===== config.mk =====
export PLATFORM = sky130hd
export DESIGN_NAME = soc_mem_fabric
export DESIGN_NICKNAME = d
export VERILOG_FILES = /design/src/rtl/soc_fabric_pkg.sv /design/src/rtl/soc_fabric_wdt.sv /design/src/rtl/soc_mem_fabric.sv
export SDC_FILE = /design/constraint.sdc
export NUM_CORES = 1
export LEC_CHECK = 0
export ABC_AREA = 1
export BUFFER_PORTS_ARGS = -buffer_cell sky130_fd_sc_hd__buf_4
export CAP_MARGIN = 20
export CORE_MARGIN = 5
export CORE_UTILIZATION = 30
export DETAILED_ROUTE_END_ITERATION = 12
export HOLD_SLACK_MARGIN = 0.05
export RECOVER_POWER = 100
export SLEW_MARGIN = 15
export SYNTH_ARGS = -nofsm -noshare
export SYNTH_HDL_FRONTEND = slang
export SYNTH_SLANG_ARGS = --single-unit
export TNS_END_PERCENT = 1

===== constraint.sdc =====
create_clock -name clk -period 1.4 [get_ports clk]
set_input_delay 0.07 -clock clk [delete_from_list [all_inputs] [get_ports clk]]
set_output_delay 0.07 -clock clk [all_outputs]
set_load 0.05 [all_outputs]

===== src/rtl/soc_fabric_pkg.sv =====
// Shared types and constants for the native memory bus fabric.
// Used by soc_mem_fabric and soc_fabric_wdt.
package soc_fabric_pkg;

  typedef enum logic [1:0] {
    IDLE,
    ACT,
    ERR,
    DONE
  } fabric_state_e;

  localparam logic [31:0] ERR_DATA = 32'hDEAD_BEEF;

  function automatic logic sel_valid(
    input int unsigned idx,
    input int unsigned num_slv
  );
    return idx < num_slv;
  endfunction

endpackage


===== src/rtl/soc_fabric_wdt.sv =====
// Access watchdog: counts stalled ACT cycles, flags the terminal count.
// Holds at the terminal count so it never wraps.
module soc_fabric_wdt #(
  parameter int TIMEOUT_CYC = 64
) (
  input  logic clk,
  input  logic rstn,
  input  logic run,
  input  logic clear,
  output logic expired
);

  localparam int CW = $clog2(TIMEOUT_CYC);
  localparam logic [CW-1:0] LAST = CW'(TIMEOUT_CYC - 1);

  logic [CW-1:0] cnt;

  assign expired = (cnt == LAST);

  always_ff @(posedge clk or negedge rstn) begin
    if (!rstn) begin
      cnt <= '0;
    end else if (clear) begin
      cnt <= '0;
    end else if (run && !expired) begin
      cnt <= cnt + 1'b1;
    end
  end

endmodule


===== src/rtl/soc_mem_fabric.sv =====
// picorv32 native bus to NUM_SLV slave fabric with timeout abort.
// Define SOC_FABRIC_ERRCAP_EN for err_addr/err_cnt/err_valid capture.
module soc_mem_fabric
  import soc_fabric_pkg::*;
#(
  parameter int NUM_SLV     = 4,
  parameter int ADDR_W      = 32,
  parameter int DATA_W      = 32,
  parameter int SEL_LSB     = 24,
  parameter int TIMEOUT_CYC = 64
) (
  input  logic                      clk,
  input  logic                      rstn,
  input  logic                      mem_valid,
  input  logic                      mem_instr,
  input  logic [ADDR_W-1:0]         mem_addr,
  input  logic [DATA_W-1:0]         mem_wdata,
  input  logic [DATA_W/8-1:0]       mem_wstrb,
  output logic [DATA_W-1:0]         mem_rdata,
  output logic                      mem_ready,
  output logic [NUM_SLV-1:0]        s_valid,
  output logic                      s_instr,
  output logic [ADDR_W-1:0]         s_addr,
  output logic [DATA_W-1:0]         s_wdata,
  output logic [DATA_W/8-1:0]       s_wstrb,
  input  logic [NUM_SLV*DATA_W-1:0] s_rdata,
  input  logic [NUM_SLV-1:0]        s_ready,
  output logic                      bus_err_irq
`ifdef SOC_FABRIC_ERRCAP_EN
  ,
  output logic [ADDR_W-1:0]         err_addr,
  output logic [7:0]                err_cnt,
  output logic                      err_valid
`endif
);

  localparam int IDX_W = ADDR_W - SEL_LSB;
  localparam int SEL_W = (NUM_SLV > 1) ? $clog2(NUM_SLV) : 1;
  localparam logic [DATA_W-1:0] ERR_D = DATA_W'(ERR_DATA);

  fabric_state_e state_q, state_d;

  logic [SEL_W-1:0]    sel_q;
  logic [ADDR_W-1:0]   addr_q;
  logic [DATA_W-1:0]   wdata_q;
  logic [DATA_W/8-1:0] wstrb_q;
  logic                instr_q;

  logic [IDX_W-1:0]  idx;
  logic              hit;
  logic              run;
  logic              clear;
  logic              expired;
  logic [DATA_W-1:0] rd [NUM_SLV];

  assign idx = mem_addr[ADDR_W-1:SEL_LSB];
  assign hit = sel_valid(32'(idx), NUM_SLV);

  for (genvar i = 0; i < NUM_SLV; i++) begin : g_rd
    assign rd[i] = s_rdata[i*DATA_W +: DATA_W];
  end

  soc_fabric_wdt #(
    .TIMEOUT_CYC(TIMEOUT_CYC)
  ) u_wdt (
    .clk    (clk),
    .rstn   (rstn),
    .run    (run),
    .clear  (clear),
    .expired(expired)
  );

  always_ff @(posedge clk or negedge rstn) begin
    if (!rstn) begin
      state_q <= IDLE;
      sel_q   <= '0;
      addr_q  <= '0;
      wdata_q <= '0;
      wstrb_q <= '0;
      instr_q <= 1'b0;
    end else begin
      state_q <= state_d;
      if (state_q == IDLE && mem_valid) begin
        sel_q   <= SEL_W'(idx);
        addr_q  <= mem_addr;
        wdata_q <= mem_wdata;
        wstrb_q <= mem_wstrb;
        instr_q <= mem_instr;
      end
    end
  end

  always_comb begin
    state_d     = state_q;
    mem_ready   = 1'b0;
    mem_rdata   = '0;
    bus_err_irq = 1'b0;
    s_valid     = '0;
    run         = 1'b0;
    clear       = 1'b0;
    unique case (state_q)
      IDLE: begin
        clear = 1'b1;
        if (mem_valid) state_d = hit ? ACT : ERR;
      end
      ACT: begin
        s_valid[sel_q] = 1'b1;
        if (s_ready[sel_q]) begin
          mem_ready = 1'b1;
          mem_rdata = rd[sel_q];
          state_d   = DONE;
        end else if (expired) begin
          state_d = ERR;
        end else begin
          run = 1'b1;
        end
      end
      ERR: begin
        mem_ready   = 1'b1;
        mem_rdata   = ERR_D;
        bus_err_irq = 1'b1;
        state_d     = DONE;
      end
      DONE: begin
        clear   = 1'b1;
        state_d = IDLE;
      end
      default: state_d = IDLE;
    endcase
  end

  assign s_instr = instr_q;
  assign s_addr  = addr_q;
  assign s_wdata = wdata_q;
  assign s_wstrb = wstrb_q;

`ifdef SOC_FABRIC_ERRCAP_EN
  always_ff @(posedge clk or negedge rstn) begin
    if (!rstn) begin
      err_addr  <= '0;
      err_cnt   <= '0;
      err_valid <= 1'b0;
    end else if (state_q == ERR) begin
      err_addr  <= addr_q;
      err_valid <= 1'b1;
      if (err_cnt != 8'hFF) err_cnt <= err_cnt + 8'd1;
    end
  end
`endif

endmodule


-- Yosys cells after proc, flatten, opt, wreduce, memory -nomap -nowiden
Cells that the tools add are included.
- flip-flop bits (word level): 79
- output and inout bits: 107
- add/subtract/negate cells: 1
- order comparisons: 4
- equality and inequality tests: 6
- multiplexer cells: 24
- bitwise operators: 1
- reductions and logical operators: 8
- operators by type and width (cell ; number):
    32-bit 2-to-1 mux ; 3
    32-bit binary-select mux with 2-bit select ; 1
    32-bit one-hot mux with 2 select lines ; 1
    6-bit 2-to-1 mux ; 2
    8-bit by 3-bit < comparator with 1-bit output (second input constant) ; 1
    1-bit 2-to-1 mux ; 8
    2-bit 2-to-1 mux ; 4
    2-bit one-hot mux with 4 select lines ; 1
    6-bit by 1-bit adder with 6-bit output (second input constant) ; 1
    6-bit equality test (second input constant) ; 1
    2-bit equality test (second input constant) ; 2
    4-bit 2-to-1 mux ; 1
    3-bit >= comparator (second input constant) ; 1
    1-bit logical AND ; 3
    2-bit by 3-bit < comparator with 1-bit output (second input constant) ; 1
    3-bit by 2-bit != test with 1-bit output (second input constant) ; 1
    2-bit NOT with 3-bit output ; 1
    1-bit binary-select mux with 2-bit select ; 1
    1-bit demux with 2-bit select ; 1
    2-bit by 1-bit equality test with 1-bit output (second input constant) ; 1
    2-bit by 1-bit >= comparator with 1-bit output (second input constant) ; 1
    2-bit logical NOT ; 1
    2-bit != test (second input constant) ; 1
    1-bit one-hot mux with 2 select lines ; 1
    4 further kinds ; 4

-- Depth between registers and ports, before layout
- depth in word-level cells: 7
- mapped depth: 10

-- Modules after synthesis
Synthesis repeated with hierarchy kept, for this count alone.
- cells, all modules: 477
- area total of the unflattened synthesis: 4310.4 sq um
- modules (own cells, without submodules) (module ; times used ; cells an instance ; area each (sq um) ; sequential area each (sq um)):
    soc_mem_fabric ; 1 ; 424 ; 3911.3 ; 1776.7
    soc_fabric_wdt ; 1 ; 53 ; 399.1 ; 150.1

-- Least setup slack after synthesis
OpenSTA, ideal clock, no wires.
- path type: register to output
- start: reg s_addr[25] (netlist name)
- end: out s_valid[2]
- data arrival time: 2367 ps
- data required time: 1330 ps
- path slack: -1037 ps
- stages on the path, launching flop included: 6
- cell sequence: dfrtp_1 -> buf_4 -> inv_2 -> buf_2 -> buf_2 -> nor3_1
- RTL lines (item ; line ; text):
    end: declaration ; soc_mem_fabric.sv:21 ; output logic [NUM_SLV-1:0] s_valid,

-- Worst setup path in the final report
- start: reg sel_q[0]
- end: out mem_rdata[5]
- word-level cells in the longest chain between the ends: 6
- ends and longest elaborated chain (item ; line ; text):
    start: declaration ; soc_mem_fabric.sv:43 ; logic [SEL_W-1:0] sel_q;
    start signal: assignment ; soc_mem_fabric.sv:84 ; sel_q <= SEL_W'(idx);
    2-bit NOT with 3-bit output (implied by the code) ; soc_mem_fabric.sv:110 ; mem_rdata = rd[sel_q];
    32-bit binary-select mux with 2-bit select ; soc_mem_fabric.sv:110 ;
    32-bit 2-to-1 mux (implied by the code) (2 in series) ; soc_mem_fabric.sv:110 ;
    32-bit 2-to-1 mux (*) ; soc_mem_fabric.sv:108 ; if (s_ready[sel_q]) begin
    32-bit one-hot mux with 2 select lines (*) ; soc_mem_fabric.sv:101 ; unique case (state_q)
    end: declaration ; soc_mem_fabric.sv:19 ; output logic [DATA_W-1:0] mem_rdata,
Mark *: on every way between the ends. The rest lies on a longest branch, timed or not. The select of a mux whose other input is x is not followed.

==> results.md <==
* Cell at the slowest stage of the critical path: dfrtp_2
* Critical path cell sequence: inv_2 -> nand3_2 -> nand2_2 -> nor2_4 -> nor2_4 -> o21ai_4 -> buf_6 -> buf_12 -> nor2_4 -> buf_8
* Router iterations before antenna repair at 4
* Most common cell after layout, fill and taps aside: buf_4
* Multi-input logic area at around 0.0025 sq mm
* Clock Root Buffer: clkbuf_16
* Reg2Reg Setup Slack at -0.19 ns
* Pin slew with the least headroom to its limit at between 0.7 and 0.8 ns
* Reg2Reg Depth at 9
* Hold Path Origin: mem_valid
* Die Wd at about 130 um
* Hold Path Depth at 3
* Vias at approximately 5200
* Total Die Area at about 0.016 sq mm
* TritonCTS clock tree: built
* Synth Warn # at 0
* Crit. End Element: output port
* Worst r2r dst: state_q[0]
* GRT overflow at 0
* Number of synthesized register bits at slightly below 80
* Worst setup SP type: register
* Tmin final at around 2 ns
* Final core occ at ~63%
* Cell mode on critical path: nor2_4
* Port bufs at just over 300
* Unrepaired setup endpoints after global routing: yes
* Reg area at between 0.0015 and 0.002 sq mm
* Initial antenna violation count at 0
* Clock Path Buffers at 2
* CP peak stage delay at 0.49 ns
* Syn_area_per_cell at approximately 9.1 sq um
* Combinational Power Share at between 70 and 80%
* Total global-route track usage at 22.6%
* Max-slew violation count at 0
* GPL Wtd Cong at 0.931
* Max-cap violations at 0
* Crit-path max FO at 7
* Inserted Diodes at 0
* Worst hold path type: in2reg
* Syn Nets at about 670
* Outcome: complete, but fails checks
* Detailed Place HPWL at between 10 and 15 mm
* Worst EP required at 1.33 ns
* Top Usage Layer GRT: met2
* Most frequent cells in the layout: 258 x buf_4, 107 x nand2_1, 75 x dfrtp_1, 70 x dlygate4sd3_1, 65 x mux2_2
* Final worst slack at -0.601 ns
* Reg power frac at roughly 18%
* H-tree depth at 3
* Sw frac at between 50% and 60%
* Die height at between 100 and 150 um
* Clock network fraction of total power at approximately 9%
* Met2 Resource Use GR at 40.4%
* Crit Path Class: reg2out
* Arrival time worst endpoint at a little under 2 ns
* Cell count after synthesis at roughly 460
* # DRC at 0
* Routed len/inst at roughly 18 um
* IO Count at ~310
* Maximum clock rate at 0.500 GHz
* Core box area at 0.0138 sq mm
* Initial Utilization at a little over 30%
* Clock latency on the worst-skew pair at 0.33 ns
* Pin count of the biggest net entering global routing at 49
* Drt initial violations at about 260
* Post-DR vias/cell at around 4.8
* # nets final at approximately 1100
* Routed Antenna Nets at 0
* Top post-synthesis cells by area: dfrtp_1 46%, mux2_2 17%, nand2_1 10%
* Final period utilization at 143%
* Number of CTS-inserted buffers at 9
* Pwr Total at 22600 uW
* Yosys top cell by area: dfrtp_1
* Internal at between 10000 and 15000 uW
* First-pass GRT wire length at 29.5 mm
* Register area share after synthesis at roughly 46%
* Net Sw Power at 12100 uW
* Hold Path End: s_wdata[31]
* Hold Vio Cnt, Final at 0
* CTS sink count at slightly below 80
* Post-Syn Area at ~0.0042 sq mm
* Reg-to-Reg Start: state_q[0]
* Final wirelength at approximately 19 mm
* Max-slew headroom at between 50% and 60%
* Fillcell total at 1187
* Failing checks: negative setup slack
* Final hold slack at ~0.15 ns
* Skew final at 0.00521 ns
* Reg clk slew, reported paths at roughly 0.060 ns
* Met3 Resource Use GR at 6.60%
* VDD IR max at roughly 2 mV
* Layout area overhead at 106%
* Lkg Pwr at between 0.004 and 0.005 uW
* Met1 Use GR at 26.2%
* # setup viols final at ~110
* Post-synth cell types at 28
* Share of the synthesized area in the top cell type at 45.8%
* Vias in the first global route at around 5600
* Cell Pwr Density at approximately 2600 mW/mm^2
* Rows at 43
* Layout cells sized above 1 at between 50 and 60%
==> layout make-up <==
cell class / instances / share of cell area, %
Timing Repair Buffer: 453 / 42.9
Multi-Input combinational cell: 339 / 28.4
Sequential cell: 77 / 22.2
Clock buffer: 12 / 2.72
Tap cell: 180 / 2.59
Inverter: 20 / 1.02
Clock inverter: 3 / 0.173
==> power groups by stage <==
stage / clock [uW] / sequential [uW] / combinational, uW
floorplan: 0 / 7470 / 6660
global placement: 0 / 3950 / 15400
detailed placement: 0 / 4000 / 15500
CTS: 2070 / 3980 / 16900
global route: 2170 / 4170 / 17500
finish: 2030 / 4030 / 16600
==> registers in the layout, indices dropped and copies added, names as in the netlist <==
| signal | flops |
|---|---|
| s_wdata | 32 |
| s_addr | 31 |
| u_wdt.cnt | 6 |
| s_wstrb | 4 |
| state_q | 2 |
| s_instr | 1 |
| sel_q | 1 |
==> layer usage <==
metal	routed length, um	share of wire, %
met1	6810	35
met2	9740	51
met3	2160	11
met4	524	2.7
met5	0	0
==> worst max-delay path by stage <==
stage,start,end,slack (ns)
final,sel_q[0],mem_rdata[5],-0.60
after global routing,s_addr[25],mem_rdata[7],-0.69
after CTS,s_addr[25],mem_rdata[23],-0.63
after detailed placement,sel_q[0],mem_rdata[12],-0.42
after global placement,sel_q[0],mem_rdata[27],-0.43
after floorplan,s_addr[25],mem_ready,-0.56
==> metrics by stage <==
step                instances  worst slack, ns  area (sq um)  TNS (ns)
finish                   1084           -0.601          8680    -26.48
global route             1084           -0.691          8680    -34.82
CTS                      1084           -0.631          8720    -20.85
detailed placement        990           -0.423          7410    -19.66
global placement          990           -0.431          7410    -17.00
floorplan                 463           -0.558          4440    -25.29
==> critical path, delay by kind of cell, from the launching register on <==
kind            cells  cell delay (ns)
simple gates        5             0.36
flops               1             0.49
compound gates      1             0.20
buf+inv             4             0.54
==> kinds of logic after synthesis <==
kind of cell / after synthesis / synth area share (%)
buffers and inverters: 47 / 5.29
multiplexers: 65 / 17.4
flip-flops: 77 / 45.8
XOR/XNOR: 4 / 0.833
AO/OA/AOI/OAI: 47 / 7.53
adder cells (fa/ha/maj): 4 / 1.19
AND/OR/NAND/NOR: 219 / 22.0
==> synth_stat cells (all sizes together) <==
library cell / number
nor3: 5
mux2: 65
dfrtp: 77
nor2: 54
o21ai: 10
a211oi: 17
buf: 23
a22oi: 3
or2: 1
xor2: 4
a31oi: 1
a21oi: 11
nand4: 5
ha: 4
nand2: 115
inv: 20
clkbuf: 4
nand3: 39
a221oi: 5
==> what timing repair did <==
item | in CTS | in global routing
endpoints found under the hold margin | 98 | 0
setup buffers | 8 | 3
pin swaps | 9 | 9
gates resized for setup | 70 | 43
gates cloned | 2 | 0
setup endpoints to repair | 114 | 114
hold buffers | 70 | 0
(Power assumes the default switching activity.)
